$ cat src/rtl/seq_accumulator_pkg.sv
// Shared definitions for the packet accumulator: FSM encoding and default widths.
package seq_accumulator_pkg;

   localparam int SIZE_DEF  = 32;
   localparam int CNT_W_DEF = 8;

   typedef enum logic [1:0] {
      ST_IDLE = 2'd0,   // no beats of the current packet seen yet
      ST_ACC  = 2'd1,   // packet in progress
      ST_HOLD = 2'd2    // result presented, waiting for downstream
   } state_e;

endpackage

$ cat src/rtl/seq_accumulator_if.sv
// Beat-in / result-out handshake bundle for seq_accumulator.
interface seq_accumulator_if
   import seq_accumulator_pkg::*;
#(
   parameter int SIZE  = SIZE_DEF,
   parameter int CNT_W = CNT_W_DEF
);
   logic             in_valid;
   logic             in_ready;
   logic [SIZE-1:0]  in_data;
   logic             in_last;
   logic             out_valid;
   logic             out_ready;
   logic [SIZE-1:0]  out_sum;
   logic             out_ovf;
   logic [CNT_W-1:0] out_count;

   // Producer of beats / consumer of results.
   modport master (
      output in_valid, in_data, in_last, out_ready,
      input  in_ready, out_valid, out_sum, out_ovf, out_count
   );

   // The accumulator side.
   modport slave (
      input  in_valid, in_data, in_last, out_ready,
      output in_ready, out_valid, out_sum, out_ovf, out_count
   );
endinterface

$ cat src/rtl/seq_accumulator_pa.sv
// PA: SIZE-bit parallel ripple-carry adder built from a chain of full adders.
module seq_accumulator_pa #(
   parameter int WIDTH = 32
) (
   input  logic [WIDTH-1:0] a_i,
   input  logic [WIDTH-1:0] b_i,
   input  logic             ci_i,
   output logic [WIDTH-1:0] s_o,
   output logic             co_o
);
   logic [WIDTH:0] c;

   assign c[0] = ci_i;

   // One full adder per bit; carry ripples from bit 0 upward.
   for (genvar i = 0; i < WIDTH; i++) begin : g_fa
      assign s_o[i]   = a_i[i] ^ b_i[i] ^ c[i];
      assign c[i+1]   = (a_i[i] & b_i[i]) | (c[i] & (a_i[i] ^ b_i[i]));
   end

   assign co_o = c[WIDTH];
endmodule

$ cat src/rtl/seq_accumulator.sv
// Packet accumulator: sums the beats of a packet, tracks carry-out and beat
// count, then holds the result until downstream takes it.
module seq_accumulator
   import seq_accumulator_pkg::*;
#(
   parameter int SIZE  = SIZE_DEF,
   parameter int CNT_W = CNT_W_DEF
) (
   input  logic               clk,
   input  logic               rst,
   seq_accumulator_if.slave   bus
);
   state_e           state_q, state_d;
   logic [SIZE-1:0]  acc_q,   acc_d;
   logic             ovf_q,   ovf_d;
   logic [CNT_W-1:0] cnt_q,   cnt_d;

   logic [SIZE-1:0]  add_sum;
   logic             add_co;
   logic             accept;

   // Single adder: running sum plus the incoming operand.
   seq_accumulator_pa #(.WIDTH(SIZE)) u_pa (
      .a_i  (acc_q),
      .b_i  (bus.in_data),
      .ci_i (1'b0),
      .s_o  (add_sum),
      .co_o (add_co)
   );

   // Ready depends on state only, so no combinational path from out_ready.
   assign bus.in_ready  = (state_q != ST_HOLD);
   assign accept        = bus.in_valid && bus.in_ready;

   assign bus.out_valid = (state_q == ST_HOLD);
   assign bus.out_sum   = acc_q;
   assign bus.out_ovf   = ovf_q;
   assign bus.out_count = cnt_q;

   // Next-state: load on first beat, accumulate afterwards, clear on result handshake.
   always_comb begin
      state_d = state_q;
      acc_d   = acc_q;
      ovf_d   = ovf_q;
      cnt_d   = cnt_q;
      unique case (state_q)
         ST_IDLE: begin
            if (accept) begin
               acc_d   = bus.in_data;
               ovf_d   = 1'b0;
               cnt_d   = CNT_W'(1);
               state_d = bus.in_last ? ST_HOLD : ST_ACC;
            end
         end
         ST_ACC: begin
            if (accept) begin
               acc_d   = add_sum;
               ovf_d   = ovf_q | add_co;
               // Count saturates; sum and overflow keep updating regardless.
               cnt_d   = (cnt_q == {CNT_W{1'b1}}) ? cnt_q : cnt_q + CNT_W'(1);
               state_d = bus.in_last ? ST_HOLD : ST_ACC;
            end
         end
         ST_HOLD: begin
            if (bus.out_ready) begin
               acc_d   = '0;
               ovf_d   = 1'b0;
               cnt_d   = '0;
               state_d = ST_IDLE;
            end
         end
         default: begin
            acc_d   = '0;
            ovf_d   = 1'b0;
            cnt_d   = '0;
            state_d = ST_IDLE;
         end
      endcase
   end

   // State registers; reset discards any packet or held result.
   always_ff @(posedge clk) begin
      if (rst) begin
         state_q <= ST_IDLE;
         acc_q   <= '0;
         ovf_q   <= 1'b0;
         cnt_q   <= '0;
      end else begin
         state_q <= state_d;
         acc_q   <= acc_d;
         ovf_q   <= ovf_d;
         cnt_q   <= cnt_d;
      end
   end
endmodule
$ cat src/flat_wrapper.sv
// flat-port wrapper written by rule: the top's interface ports become plain ports
module seq_accumulator_flat import seq_accumulator_pkg::*;
#(
   parameter int SIZE  = SIZE_DEF,
   parameter int CNT_W = CNT_W_DEF
)
  (clk, rst, bus_in_valid, bus_in_data, bus_in_last, bus_out_ready, bus_in_ready, bus_out_valid, bus_out_sum, bus_out_ovf, bus_out_count);
  seq_accumulator_if #(.SIZE(SIZE), .CNT_W(CNT_W)) bus_i ();
  input  logic clk;
  input  logic rst;
  input wire logic [$bits(bus_i.in_valid)-1:0] bus_in_valid;
  input wire logic [$bits(bus_i.in_data)-1:0] bus_in_data;
  input wire logic [$bits(bus_i.in_last)-1:0] bus_in_last;
  input wire logic [$bits(bus_i.out_ready)-1:0] bus_out_ready;
  output wire logic [$bits(bus_i.in_ready)-1:0] bus_in_ready;
  output wire logic [$bits(bus_i.out_valid)-1:0] bus_out_valid;
  output wire logic [$bits(bus_i.out_sum)-1:0] bus_out_sum;
  output wire logic [$bits(bus_i.out_ovf)-1:0] bus_out_ovf;
  output wire logic [$bits(bus_i.out_count)-1:0] bus_out_count;
  assign bus_i.in_valid = bus_in_valid;
  assign bus_i.in_data = bus_in_data;
  assign bus_i.in_last = bus_in_last;
  assign bus_i.out_ready = bus_out_ready;
  assign bus_in_ready = bus_i.in_ready;
  assign bus_out_valid = bus_i.out_valid;
  assign bus_out_sum = bus_i.out_sum;
  assign bus_out_ovf = bus_i.out_ovf;
  assign bus_out_count = bus_i.out_count;
  seq_accumulator #(.SIZE(SIZE), .CNT_W(CNT_W)) u_core (.clk(clk), .rst(rst), .bus(bus_i));
endmodule
$ cat config.mk
export PLATFORM = sky130hd
export DESIGN_NAME = seq_accumulator_flat
export DESIGN_NICKNAME = d
export VERILOG_FILES = /design/src/rtl/seq_accumulator_pkg.sv /design/src/rtl/seq_accumulator_if.sv /design/src/rtl/seq_accumulator_pa.sv /design/src/rtl/seq_accumulator.sv /design/src/flat_wrapper.sv
export SDC_FILE = /design/constraint.sdc
export NUM_CORES = 1
export LEC_CHECK = 0
export ABC_AREA = 1
export BUFFER_PORTS_ARGS = -buffer_cell sky130_fd_sc_hd__buf_2
export CAP_MARGIN = 20
export CORE_AREA = 8 8 110 62
export CTS_BUF_LIST = sky130_fd_sc_hd__clkbuf_16
export CTS_CLUSTER_DIAMETER = 80
export DETAILED_ROUTE_END_ITERATION = 8
export DIE_AREA = 0 0 118 70
export PLACE_DENSITY = 0.87
export SYNTH_ARGS = -nofsm -noshare
export SYNTH_HDL_FRONTEND = slang
export SYNTH_SLANG_ARGS = --single-unit
$ cat constraint.sdc
create_clock -name clk -period 21 [get_ports clk]
set_input_delay 2.1 -clock clk [delete_from_list [all_inputs] [get_ports clk]]
set_output_delay 2.1 -clock clk [all_outputs]
set_load 0.05 [all_outputs]
After elaboration in Yosys (flattened, before gate mapping):

Cells that the tools add are included.

* add/sub/neg operators: 1
* equality and inequality tests: 9
* mux-type cells: 17
* bitwise gates (word level): 158
* reductions and logical operators: 6

Operators by type and width (number)
* $mux 32: 3
* $pmux 32 s3: 1
* $and 1x1->1: 63
* $xor 1x1->1: 63
* $mux 8: 4
* $or 1x1->1: 32
* $pmux 8 s3: 1
* $add 8x1->8 const B: 1
* $eq 8x8->1 const B: 1
* $mux 2: 3
* $ne 2x1->1 const B: 3
* $ne 2x2->1 const B: 3
* $pmux 2 s2: 1
* $reduce_and 4->1: 1
* $mux 1: 3
* $pmux 1 s3: 1
* $reduce_and 3->1: 1
* $eq 2x1->1 const B: 1
* $eq 2x2->1 const B: 1
* $logic_not 2->1: 1
* $reduce_and 2->1: 1
* $reduce_or 2->1: 1
* $logic_and 1x1->1: 1

* flip-flop bits (word level): 43
* input port bits: 37
* output and inout bits: 43
* logic and storage cells: 195

Logic depth before layout (Yosys ltp):

Gate-level depths: netlist of run 1.

* depth after elaboration: 66
* mapped depth: 38
* gate-level depth less buffers: 38

By module:

Synthesis of run 1 repeated with hierarchy kept, for this count alone.

* cells, all modules: 360
* area, all modules: 2801.4 um^2

By module, submodules not included
* seq_accumulator: times used 1, cells each 318, area an instance 2123.3 um^2, seq. area each 860.8 um^2
* seq_accumulator_pa: times used 1, cells each 42, area an instance 678.2 um^2, seq. area each 0.0 um^2

Worst setup path after synthesis of run 1:

Ideal clock, no wire load.

* path type: input port to flip-flop
* start point: in bus_in_data[0]
* end point: reg u_core.acc_q[31] (netlist: u_core.bus.out_sum[31])
* setup time: 0.114 ns
* arrival: 13.944 ns
* required time: 20.886 ns
* path slack: 6.942 ns
* stages on the path: 38
* buffers on the path: 0
* cells stage by stage: ha_1 inv_1 fa_1 fa_1 fa_1 fa_1 fa_1 fa_1 fa_1 fa_1 fa_1 fa_1 fa_1 fa_1 fa_1 fa_1 fa_1 fa_1 [2 not listed] fa_1 fa_1 fa_1 fa_1 fa_1 fa_1 fa_1 fa_1 fa_1 fa_1 inv_1 fa_1 fa_1 inv_1 fa_1 o22ai_1 nor2_1 nor2_1

* longest elaborated chain between the ends: 64

RTL lines
* start, declared: RTL line flat_wrapper.sv:12 `input wire logic [$bits(bus_i.in_data)-1:0] bus_in_data;`
* $and 1x1->1 (2 in a row): RTL line seq_accumulator_pa.sv:18 `assign c[i+1] = (a_i[i] & b_i[i]) | (c[i] & (a_i[i] ^ b_i[i]));`
* $or 1x1->1: RTL line seq_accumulator_pa.sv:18
* $and 1x1->1: RTL line seq_accumulator_pa.sv:18
* $or 1x1->1: RTL line seq_accumulator_pa.sv:18
* $and 1x1->1: RTL line seq_accumulator_pa.sv:18
* $or 1x1->1: RTL line seq_accumulator_pa.sv:18
* $and 1x1->1: RTL line seq_accumulator_pa.sv:18
* $or 1x1->1: RTL line seq_accumulator_pa.sv:18
* [47 not listed]
* $or 1x1->1: RTL line seq_accumulator_pa.sv:18
* $and 1x1->1: RTL line seq_accumulator_pa.sv:18
* $or 1x1->1: RTL line seq_accumulator_pa.sv:18
* $and 1x1->1: RTL line seq_accumulator_pa.sv:18
* $or 1x1->1: RTL line seq_accumulator_pa.sv:18
* $xor 1x1->1: RTL line seq_accumulator_pa.sv:17 `assign s_o[i] = a_i[i] ^ b_i[i] ^ c[i];`
* $mux 32: RTL line seq_accumulator.sv:56 `if (accept) begin`
* $pmux 32 s3: RTL line seq_accumulator.sv:46 `unique case (state_q)`
* end signal, assigned: RTL line seq_accumulator.sv:85 `acc_q <= '0;`
* end signal, assigned: RTL line seq_accumulator.sv:90 `acc_q <= acc_d;`
* end, declared: RTL line seq_accumulator.sv:14 `logic [SIZE-1:0] acc_q, acc_d;`

Every way passes these cells. The select of a mux whose other input is x is not followed.
A chain may end at the register's enable or synchronous reset.

Final worst setup path of run 1:

Same ends and word-level chain as after synthesis.

==> impl_results.md, run 1 <==
- Status: finished clean
- CTS tree: built
- CTS buffer count: 5
- Pre-antenna DRT Iters: 5
- Slew margin rel.: approximately a third
- CP Class: input pin to register
- Syn Nets: 439
- Compound-Gate Fraction of Synth Area: between 10% and 20%
- Area grow syn2layout: 17.8%
- Clock-pin transition on the worst setup and hold timing paths: about 0.06 ns
- Vias in the first global route: around 2600
- Static Leak: approximately 1.6 nW
- Post-synth EDFFs: 0
- Max Cap Viol: 0
- DR iter-0 viols: between 200 and 250
- Post-Syn Instances: between 300 and 400
- Tmin final: approximately 15 ns
- Hold Crit Class: register to register
- Crit end category: register
- Mux cell area share after synthesis: 0%
- Xor and xnor area share after synthesis: 0%
- I/O pin cnt: 80
- Reg area: approximately 860 sq um
- Clock sinks: 43
- Layout cells sized above 1: 22.1%
- Combinational family with the most area after synthesis: adder cells
- Die height: approximately 70 um
- Final Hold Violating Endpoints: 0
- WP data required: between 20 and 25 ns
- Initial Utilization: 55.1%
- Cell Pwr Density: 75.8 nW/um^2
- Global-route wire length before repair: approximately 13 mm
- Post-CTS Setup Inserts: 0
- R2r setup slk: 7.86 ns
- Synth Area in Adders: 22.3%
- Post-DRT Antenna Nets: 0
- Crit-path leading delay family: adder cells
- Clk_lat worst skew: 0.28 ns
- Die width: 118 um
- Util after Layout: approximately two thirds
- Period utilization: between 60% and 70%
- Htree depth: 2
- Final Setup Violations: 0
- Ys async rst share: 0%
- Critical path arrival: about 15 ns
- CP peak stage delay: 0.47 ns
- # fillers: 469
- Area of the mapped netlist: between 2000 and 3000 sq um
- Maximum clock path buffer count: 2
- Yosys warning count: 0
- GRT Overall Usage: a little under a fifth
- Syn Area/Cell: between 7 and 8 sq um
- CP max-delay cell: fa_1
- Number of port buffers: 79
- Nets: 509
- Worst slew pin tran: roughly 1 ns
- Ys flop type: dfxtp_1
- Root buf cell: clkbuf_16
- Antenna diodes: 0
- Crit-path max FO: 2
- Largest net degree at the start of global routing: 38
- Clk_skew: about 0.0071 ns
- Post-Synth Simple-Gate Area: a little under a fifth
- RSZ-0062 raised after global routing: no
- Routed length per placed instance: ~15 um
- Vias per std cell: between 5 and 6
- Multi-input logic area: 1630 sq um
- Peak supply drop: between 0.00005 and 0.00006 V
- Initial antenna violation count: 0
- Overall die area: 8260 sq um
- Gp weighted congestion: around 0.85
- Synth Register Bits: 43
- CP Buf/Inv Count: 4
- Final Max Tran Viols: 0
- FMAX: 68.1 MHz
- # resized after CTS: 0
- Post-CTS Hold Buffers: 0
- DP HPWL: about 5.7 mm
- DRT Wirelength: 7.65 mm
- Std-Cell Rows: 19
- Total negative setup slack: 0 ns
- Distinct cells, synth: 29
- Core Box Area: 5250 sq um
- DRC: 0
- Overflow after GRT: 0
- Seq/Total Area, Yosys: between 20 and 30%
- Critical Path Start Type: input pin
- Vias: roughly 2600
- CP dominant cell by count: fa_1
## per-layer routing
metal | global-route usage (%) | vias to the layer above | wire (um)
met5 | 0 | - | 0
met4 | 5.21 | 0 | 85
met3 | 4.97 | 8 | 705
met2 | 29.2 | 132 | 3430
met1 | 25.9 | 1208 | 3430
li1 | - | 1288 | -
## per-stage QoR
step	setup WS (ns)	power [mW]	hold WS, ns	instance area, sq um	instances
final	6.32	0.258	0.525	3410	512
after global routing	5.89	0.274	0.551	3410	512
after CTS	6.40	0.259	0.524	3410	512
after detailed placement	6.19	0.186	0.506	3270	505
after global placement	6.51	0.181	0.499	3270	505
after floorplan	6.94	0.165	0.550	2890	369
## where the power goes
group          internal, mW  leakage (nW)  switching [mW]
Sequential           0.0887         0.355         0.00636
Combinational        0.0277          1.19          0.0619
Clock                0.0428        0.0671          0.0307
Total                 0.159          1.62          0.0990
## synth_stat cells (3+ instances only)
library cell  instances  area (sq um)
fa_1                 31           621
nor2_1               76           285
o22ai_1              29           181
inv_1                75           282
buf_6                 4          45.0
o21ai_1              33           165
nand2_1              21          78.8
inv_2                 3          11.3
a21oi_1              13          65.1
nand3_1              12          60.1
dfxtp_1              43           861
buf_2                 7          35.0
## worst paths after layout
check	start	end	depth (start not counted)
worst max-delay path	bus_in_data[0]	u_core.bus.out_sum[31]	39
worst min-delay path	u_core.bus.out_sum[24]	u_core.bus.out_sum[24]	2
worst max register to register	u_core.bus.out_sum[0]	u_core.bus.out_sum[31]	38
worst min register to register	u_core.bus.out_sum[24]	u_core.bus.out_sum[24]	2
## cell families after synthesis
group / Yosys count
buf+inv: 95
flops: 43
simple gates: 120
compound gates: 78
fa+ha+maj: 33
## sequential cells by signal, indices dropped and copies added (netlist names)
| signal | cells |
|---|---|
| u_core.bus.out_sum | 32 |
| u_core.bus.out_count | 8 |
| u_core.state_q | 2 |
| u_core.bus.out_ovf | 1 |
## cell type report
class	count	area share, %
repair buffers	79	11.6
well taps	73	2.68
flip-flops and latches	43	25.3
multi-input cells	231	47.7
inverters	79	8.85
clock inverters	2	0.257
clock buffers	5	3.67
## tightest hold or removal path, cell delays in order, from the launching register on
cell     delay (ns)
dfxtp_1        0.34
o21ai_1        0.07
nor2_1         0.07
## layout by cell type, fill, tap and decap left out
master     synthesis  layout
clkinv_2           0       1
dfxtp_1           43      43
inv_1             75      75
nand3b_4           1       1
o21ai_1           33      33
nand3_1           12      12
nand3_4            1       1
nand2_8            1       1
fa_1              31      31
ha_1               2       2
nand2_4            2       2
nand2_1           21      21
o22ai_1           29      29
nor3_1             1       1
nand4_1            1       1
a21oi_1           13      13
a2111oi_0          1       1
nor2_2             1       1
inv_6              1       1
nor2_4             1       1
clkbuf_16          0       5
or2_4              1       1
nor2_1            76      76
buf_2              7      79
o21ai_0            2       2
inv_2              3       3
clkinv_1           0       1
nor3b_1            1       1
(Power assumes the default switching activity.)
==> run 2, diff against run 1 <==
Settings changed: ABC_AREA 1 to 0, CORE_AREA 8 8 110 62 to 8 8 121 67, DIE_AREA 0 0 118 70 to 0 0 129 75, PLACE_DENSITY 0.87 to 0.78.
Clock period 21 ns to 12.82 ns, I/O delays scaled along.
==> run 2 against run 1 <==
  * Design area up 7.6%
  * Via count up 2.8%
  * Combinational power up 51%
  * Wire length up 6.8%
  * Cell count up 2.5%
  * Non-clock buffer count up 4
  * First-iteration DRC count up 1.2%
  * Critical path depth unchanged
  * Flip-flop and latch count unchanged
  * Sequential power up 62%
  * Largest power group unchanged
==> impl_results.md, run 2 <==
- Status: finished clean
- Post-DRT Antenna Nets: 0 (unchanged)
- Comb pwr share: 31.0% (-3.7 points)
- Count leader, synth: inv_1
- Initial Utilization: 46.2% (-8.9 points)
- Overall die area: 9680 sq um (+17%)
- Most common library cell in the layout ignoring fill and taps: buf_2
- Sequential share of power: 35.3% (-1.5 points)
- Area grow syn2layout: 23.3%
- WHS Endpoint: u_core.bus.out_ovf
- WP data required: 13.04 ns (-8.13 ns)
- Critical path arrival: 12.73 ns (-2.12 ns)
- Gp weighted congestion: 0.852 (+0.50%)
- Combinational family with the most area after synthesis: adder cells
- DRT Wirelength: 8.17 mm (+6.8%)
- Synth Register Bits: 43 (unchanged)
- Slew margin rel.: 41.1% (+9.3 points)
- Static Leak: 1.56 nW (-3.5%)
- Syn Area/Cell: 8.13 sq um (+3.7%)
- Crit-path max FO: 2 (unchanged)
- Vias: 2710 (+2.8%)
- Post-route non-filler standard cell count: 525 (+2.5%)
- Die height: 75 um (+7.1%)
- R2r worst-path depth: 38 (unchanged)
- # fillers: 582 (+24%)
- Layout cells sized above 1: 29.8% (+7.7 points)
- RSZ-0062 raised after global routing: no
- Ys flop type: dfxtp_1
- CP max-delay cell: fa_1
- Ys async rst share: 0% (unchanged)
- Area of the mapped netlist: 2980 sq um (+2.8%)
- Vias in the first global route: 2705 (+2.3%)
- Syn Nets: 436 (-0.68%)
- Clock share of power: 33.7% (+5.2 points)
- Global-route wire length before repair: 13.4 mm (+1.7%)
- GRT Overall Usage: 17.5% (-1.5 points)
- Cell Pwr Density: 119 nW/um^2 (+57%)
- CP peak stage delay: 0.45 ns (-0.02 ns)
- Final Max Tran Viols: 0 (unchanged)
- FMAX: between 70 and 80 MHz
- CTS tree: built
- Post-synth EDFFs: 0 (unchanged)
- Core Box Area: 6440 sq um (+23%)
- Yosys warning count: 0 (unchanged)
- Htree depth: 2 (unchanged)
- Seq/Total Area, Yosys: 28.9% (-0.81 points)
- Dpl ws: -0.710 ns (-6.90 ns)
- Clk_skew: 0.00722 ns (+0.000146 ns)
- Commonest cells after routing, fill and taps aside: buf_2 (79), inv_1 (61), nand2_1 (54)
- CTS buffer count: 5 (unchanged)
- Synth Area in Adders: 21.7% (-0.61 points)
- Sw Pwr: 155 uW (+56%)
- Maximum clock path buffer count: 2 (unchanged)
- Synth cell count leaders: inv_1 (62), nand2_1 (54), dfxtp_1 (43), a21oi_1 (39), fa_1 (31)
- Period utilization: 97.6%
- Peak supply drop: 0.0000596 V (-0.36%)
- Post-CTS Setup Inserts: 0 (unchanged)
- Initial antenna violation count: 0 (unchanged)
- Distinct cells, synth: 36 (+24%)
- Worst slew pin tran: 0.883 ns (-0.138 ns)
- Final Setup Violations: 0 (unchanged)
- DRC: 0 (unchanged)
- # resized after CTS: 9 (+9)
- Switch share: 35.4% (-2.9 points)
- Hold Crit Class: register to register
- Post-CTS Hold Buffers: 0 (unchanged)
- Post-Syn Instances: 366 (-0.81%)
- Compound-Gate Fraction of Synth Area: 16.8% (+1.9 points)
- DR iter-0 viols: 250 (+1.2%)
- Root buf cell: clkbuf_16
- R2r setup slk: 0.96 ns (-6.90 ns)
- Synth area leader: dfxtp_1
- Final worst setup slack: 0.310 ns (-6.01 ns)
- Max Cap Viol: 0 (unchanged)
- Internal power: 281 uW (+77%)
- Antenna diodes: 0 (unchanged)
- Mux cell area share after synthesis: 3.36% (+3.4 points)
- Std-Cell Rows: 21 (+2)
- Clk_lat worst skew: 0.29 ns (about the same)
- CP Class: input pin to register
- Nets: 502 (-1.4%)
- Reg-to-reg critical path endpoint: u_core.bus.out_sum[31]
- Clock-pin transition on the worst setup and hold timing paths: 0.07 ns (about the same)
- Die width: 129 um (+9.3%)
- Vias per std cell: 5.16 (+0.26%)
- Tmin final: ~13 ns
- Clock sinks: 43 (unchanged)
- Pre-antenna DRT Iters: 4 (-1)
- Reg-to-reg startpoint: u_core.bus.out_sum[0]
- Crit end category: register
- Number of port buffers: 79 (unchanged)
- Largest net degree at the start of global routing: 43 (+13%)
- Max FFs per register: 32 (unchanged)
- DP HPWL: 5.97 mm (+4.0%)
- Yosys top cell area share: 28.9% (-0.81 points)
- I/O pin cnt: 80 (unchanged)
- Final Hold Violating Endpoints: 0 (unchanged)
- CP dominant cell by count: fa_2
- Synth top area cells: dfxtp_1 (29%), fa_1 (21%), inv_1 (7.8%)
- Hold Path Depth: 1 (-1)
- Critical Path Start Type: input pin
- Overflow after GRT: 0 (unchanged)
- Post-Synth Simple-Gate Area: 17.5% (-1.5 points)
- Placed cell count: 516 (+2.2%)
- Xor and xnor area share after synthesis: 0% (unchanged)
- Routed length per placed instance: 15.6 um (+4.1%)
- Worst Hold Launch: u_core.bus.out_ovf
==> run 2: cell types whose count changed after synthesis, moves of 9 or more <==
cell | before | now
mux2i_1 | 0 | 10
nor2_1 | 76 | 29
clkbuf_1 | 2 | 11
a21oi_1 | 13 | 39
nand2_1 | 21 | 54
a211oi_1 | 0 | 22
inv_1 | 75 | 62
o21ai_1 | 33 | 0
o22ai_1 | 29 | 0
==> run 2: area by class of cell <==
cell class / instances / area, sq um / area share [%]
Tap cell: 92 / 115 / 3.14
Sequential cell: 43 / 862 / 23.5
Clock inverter: 3 / 43.8 / 1.19
Multi-Input combinational cell: 237 / 1840 / 50.3
Timing Repair Buffer: 83 / 445 / 12.1
Inverter: 62 / 233 / 6.34
Clock buffer: 5 / 125 / 3.41
==> run 2: through the flow <==
stage | TNS (ns) | total power [mW] | hold WS (ns) | instance area (sq um) | utilization (%)
finish | 0 | 0.436 | 0.463 | 3670 | 57.0
global route | 0 | 0.460 | 0.488 | 3670 | 57.0
CTS | 0 | 0.436 | 0.470 | 3620 | 56.2
detailed placement | -1.97 | 0.286 | 0.455 | 3430 | 53.2
global placement | -1.07 | 0.281 | 0.450 | 3430 | 53.2
floorplan | 0 | 0.252 | 0.641 | 3010 | -
==> run 2: power by group through the flow <==
stage / Clock (mW) / Sequential (mW) / Combinational, mW
floorplan: 0 / 0.184 / 0.0676
global placement: 0 / 0.156 / 0.125
detailed placement: 0 / 0.156 / 0.130
CTS: 0.151 / 0.153 / 0.132
global route: 0.155 / 0.155 / 0.150
finish: 0.147 / 0.154 / 0.135
==> run 2: routing by layer <==
metal / routed length, um / global-route usage, % / up-vias
li1: - / - / 1313
met1: 3840 / 23.4 / 1281
met2: 3610 / 27.0 / 106
met3: 658 / 5.44 / 10
met4: 69 / 4.65 / 0
met5: 0 / 0 / -
==> run 2: worst max-delay path by stage <==
stage,endpoint,cells past startpoint,start,slack (ns)
after floorplan,u_core.bus.out_sum[31],38,bus_in_data[0],0.007
after global placement,u_core.bus.out_sum[31],39,bus_in_data[0],-0.47
after detailed placement,u_core.bus.out_sum[31],39,bus_in_data[0],-0.71
after CTS,u_core.bus.out_sum[31],39,bus_in_data[0],0.02
after global routing,u_core.bus.out_sum[31],39,bus_in_data[0],0.01
final,u_core.bus.out_sum[31],39,bus_in_data[0],0.31
==> run 2: cell families (layout without fill, tap and decap cells) <==
family / Yosys count / after routing
DFF: 43 / 43
muxes: 10 / 10
AOI/OAI and AO/OA: 79 / 79
adders and majority gates: 33 / 33
and+or+nand+nor: 115 / 115
buffers and inverters: 86 / 153
==> run 2: critical path, delay by kind of cell <==
family          cells  cell delay (ns)
simple gates        1             0.08
buf+inv             4             0.26
compound gates      2             0.32
fa+ha+maj          32            10.77
==> run 3, diff against run 2 <==
Settings changed: CORE_AREA 8 8 121 67 to 8 8 88 90, DIE_AREA 0 0 129 75 to 0 0 96 98, PLACE_DENSITY 0.78 to 0.79.
==> run 3 against run 2 <==
  * Via count down 1.0%
  * Sequential share of layout area down 0.17 points
  * Critical endpoint unchanged
  * Design area up 0.72%
  * Flip-flop and latch count unchanged
  * First-iteration DRC count down 47%
  * Critical path depth unchanged
==> impl_results.md, run 3 (synthesis gave the netlist of run 2 again) <==
- Reg-to-reg startpoint: u_core.bus.out_sum[0]
- Commonest cells after routing, fill and taps aside: buf_2 (79), inv_1 (63), nand2_1 (54)
- Clk_skew: 0.0103 ns (+0.00309 ns)
- Total power: 451 uW (+3.5%)
- Slew margin rel.: 43.5% (+2.4 points)
- R2r worst-path depth: 38 (unchanged)
- CP max-delay cell: fa_1
- Design area: 3690 sq um (+0.72%)
- CP Class: input pin to register
- Final Max Tran Viols: 0 (unchanged)
- Total negative setup slack: 0 ns (unchanged)
- I/O pin cnt: 80 (unchanged)
- Initial antenna violation count: 0 (unchanged)
- Hold Crit Class: register to register
- Number of port buffers: 79 (unchanged)
- CTS buffer count: 5 (unchanged)
- Htree depth: 2 (unchanged)
- Initial Utilization: 45.8% (-0.40 points)
- Max Cap Viol: 0 (unchanged)
- Max FFs per register: 32 (unchanged)
- Die height: 98 um (+31%)
- Placed Area: 3410 sq um (-0.44%)
- Worst Hold Launch: u_core.bus.out_sum[16]
- Post-CTS Hold Buffers: 0 (unchanged)
- Peak supply drop: 0.0000727 V (+22%)
- Layout cells sized above 1: 29.3% (-0.46 points)
- Nets: 502 (unchanged)
- Reg-to-reg critical path endpoint: u_core.bus.out_sum[31]
- Clock-pin transition on the worst setup and hold timing paths: 0.06 ns (about the same)
- DR iter-0 viols: 132 (-47%)
- Crit end category: register
- Maximum clock path buffer count: 2 (unchanged)
- Crit-path max FO: 2 (unchanged)
- Vias: 2683 (-1.0%)
- Clock sinks: 43 (unchanged)
- Critical path arrival: 12.79 ns (+0.06 ns)
- Period utilization: 98.1% (+0.57 points)
- DRC: 0 (unchanged)
- Global-route wire length before repair: 13.1 mm (-2.3%)
- WHS Endpoint: u_core.bus.out_sum[16]
- WP data required: 13.03 ns (about the same)
- CP peak stage delay: 0.44 ns (about the same)
- Post-CTS Setup Inserts: 0 (unchanged)
- Worst setup path startpoint: bus_in_data[0]
- RSZ-0062 raised after global routing: yes
- FMAX: 79.5 MHz (-0.58%)
- Tmin final: 12.58 ns (+0.0730 ns)
- Area grow syn2layout: 24.2%
- Antenna diodes: 0 (unchanged)
- # fillers: 612 (+5.2%)
- Routed length per placed instance: 15.0 um (-3.5%)
- Vias per std cell: 5.23 (+1.3%)
- Dpl ws: -0.663 ns (+0.0469 ns)
- Smallest hold slack: 0.470 ns (+0.00639 ns)
- Hold Path Depth: 2 (+1)
- Clk_lat worst skew: 0.29 ns (about the same)
- Critical Path Start Type: input pin
- CP dominant cell by count: fa_2
- CTS tree: built
- Final Hold Violating Endpoints: 0 (unchanged)
- DP HPWL: 5.51 mm (-7.7%)
- GRT Overall Usage: 17.1% (-0.45 points)
- Final worst setup slack: 0.237 ns (-0.0730 ns)
- Most common library cell in the layout ignoring fill and taps: buf_2
- Overflow after GRT: 0 (unchanged)
- Cell Pwr Density: 122 nW/um^2 (+2.7%)
- Root buf cell: clkbuf_16
- Post-DRT Antenna Nets: 0 (unchanged)
- Die width: 96 um (-26%)
- Vias in the first global route: 2818 (+4.2%)
- Core Box Area: 6490 sq um (+0.87%)
- DRT Wirelength: 7.70 mm (-5.7%)
- Worst slew pin tran: 0.848 ns (-0.0357 ns)
- Final Setup Violations: 0 (unchanged)
- Gp weighted congestion: 0.762 (-11%)
- Std-Cell Rows: 30 (+43%)
- R2r setup slk: 0.93 ns (-0.03 ns)
- Overall die area: 9410 sq um (-2.8%)
- Pre-antenna DRT Iters: 4 (unchanged)
- Largest net degree at the start of global routing: 61 (+42%)
- Status: finished clean
- Static Leak: 1.58 nW (+1.2%)
[run 3: how the worst max path moves through the flow]
stage / slack [ns] / to / depth (start not counted)
global route: -0.09 / u_core.bus.out_sum[31] / 39
floorplan: 0.007 / u_core.bus.out_sum[31] / 38
detailed placement: -0.66 / u_core.bus.out_sum[31] / 39
finish: 0.24 / u_core.bus.out_sum[31] / 39
global placement: -0.43 / u_core.bus.out_sum[31] / 39
CTS: 0.02 / u_core.bus.out_sum[31] / 39
[run 3: cell type report]
| cell class | instances | area [sq um] | share of cell area (%) |
|---|---|---|---|
| repair buffers | 83 | 458 | 12.4 |
| flip-flops and latches | 43 | 862 | 23.3 |
| inverters | 62 | 233 | 6.30 |
| clock buffers | 5 | 125 | 3.39 |
| clock inverters | 3 | 63.8 | 1.73 |
| well taps | 80 | 100 | 2.71 |
| multi-input cells | 237 | 1850 | 50.2 |
[run 3: worst max-delay path, delay by kind of cell]
family / cells / cell delay (ns)
AOI/OAI and AO/OA: 2 / 0.32
adders and majority gates: 32 / 10.83
and+or+nand+nor: 1 / 0.09
buffers and inverters: 4 / 0.27
[run 3: through the flow]
step	std cells	util, %
global placement	503	52.5
global route	513	56.9
floorplan	366	-
finish	513	56.9
CTS	511	55.8
detailed placement	503	52.5
[run 3: repair_timing]
item                       in CTS  in global routing
resized for setup               9                  8
pin swaps                       0                  2
setup endpoints to repair       4                  3
[run 3: routing by layer]
| metal | global-route usage [%] | part of all wire, % |
|---|---|---|
| met5 | 0 | 0 |
| met4 | 4.62 | 1.1 |
| met3 | 3.91 | 6.7 |
| met2 | 28.9 | 50 |
| met1 | 20.8 | 42 |
[run 3: report_power, final]
| part | total, mW | switching (mW) | internal (mW) | leakage, nW |
|---|---|---|---|---|
| clock | 0.164 | 0.0535 | 0.111 | 0.0952 |
| combinational | 0.134 | 0.0879 | 0.0462 | 1.13 |
| sequential | 0.153 | 0.00923 | 0.143 | 0.353 |
| total | 0.451 | 0.151 | 0.300 | 1.58 |
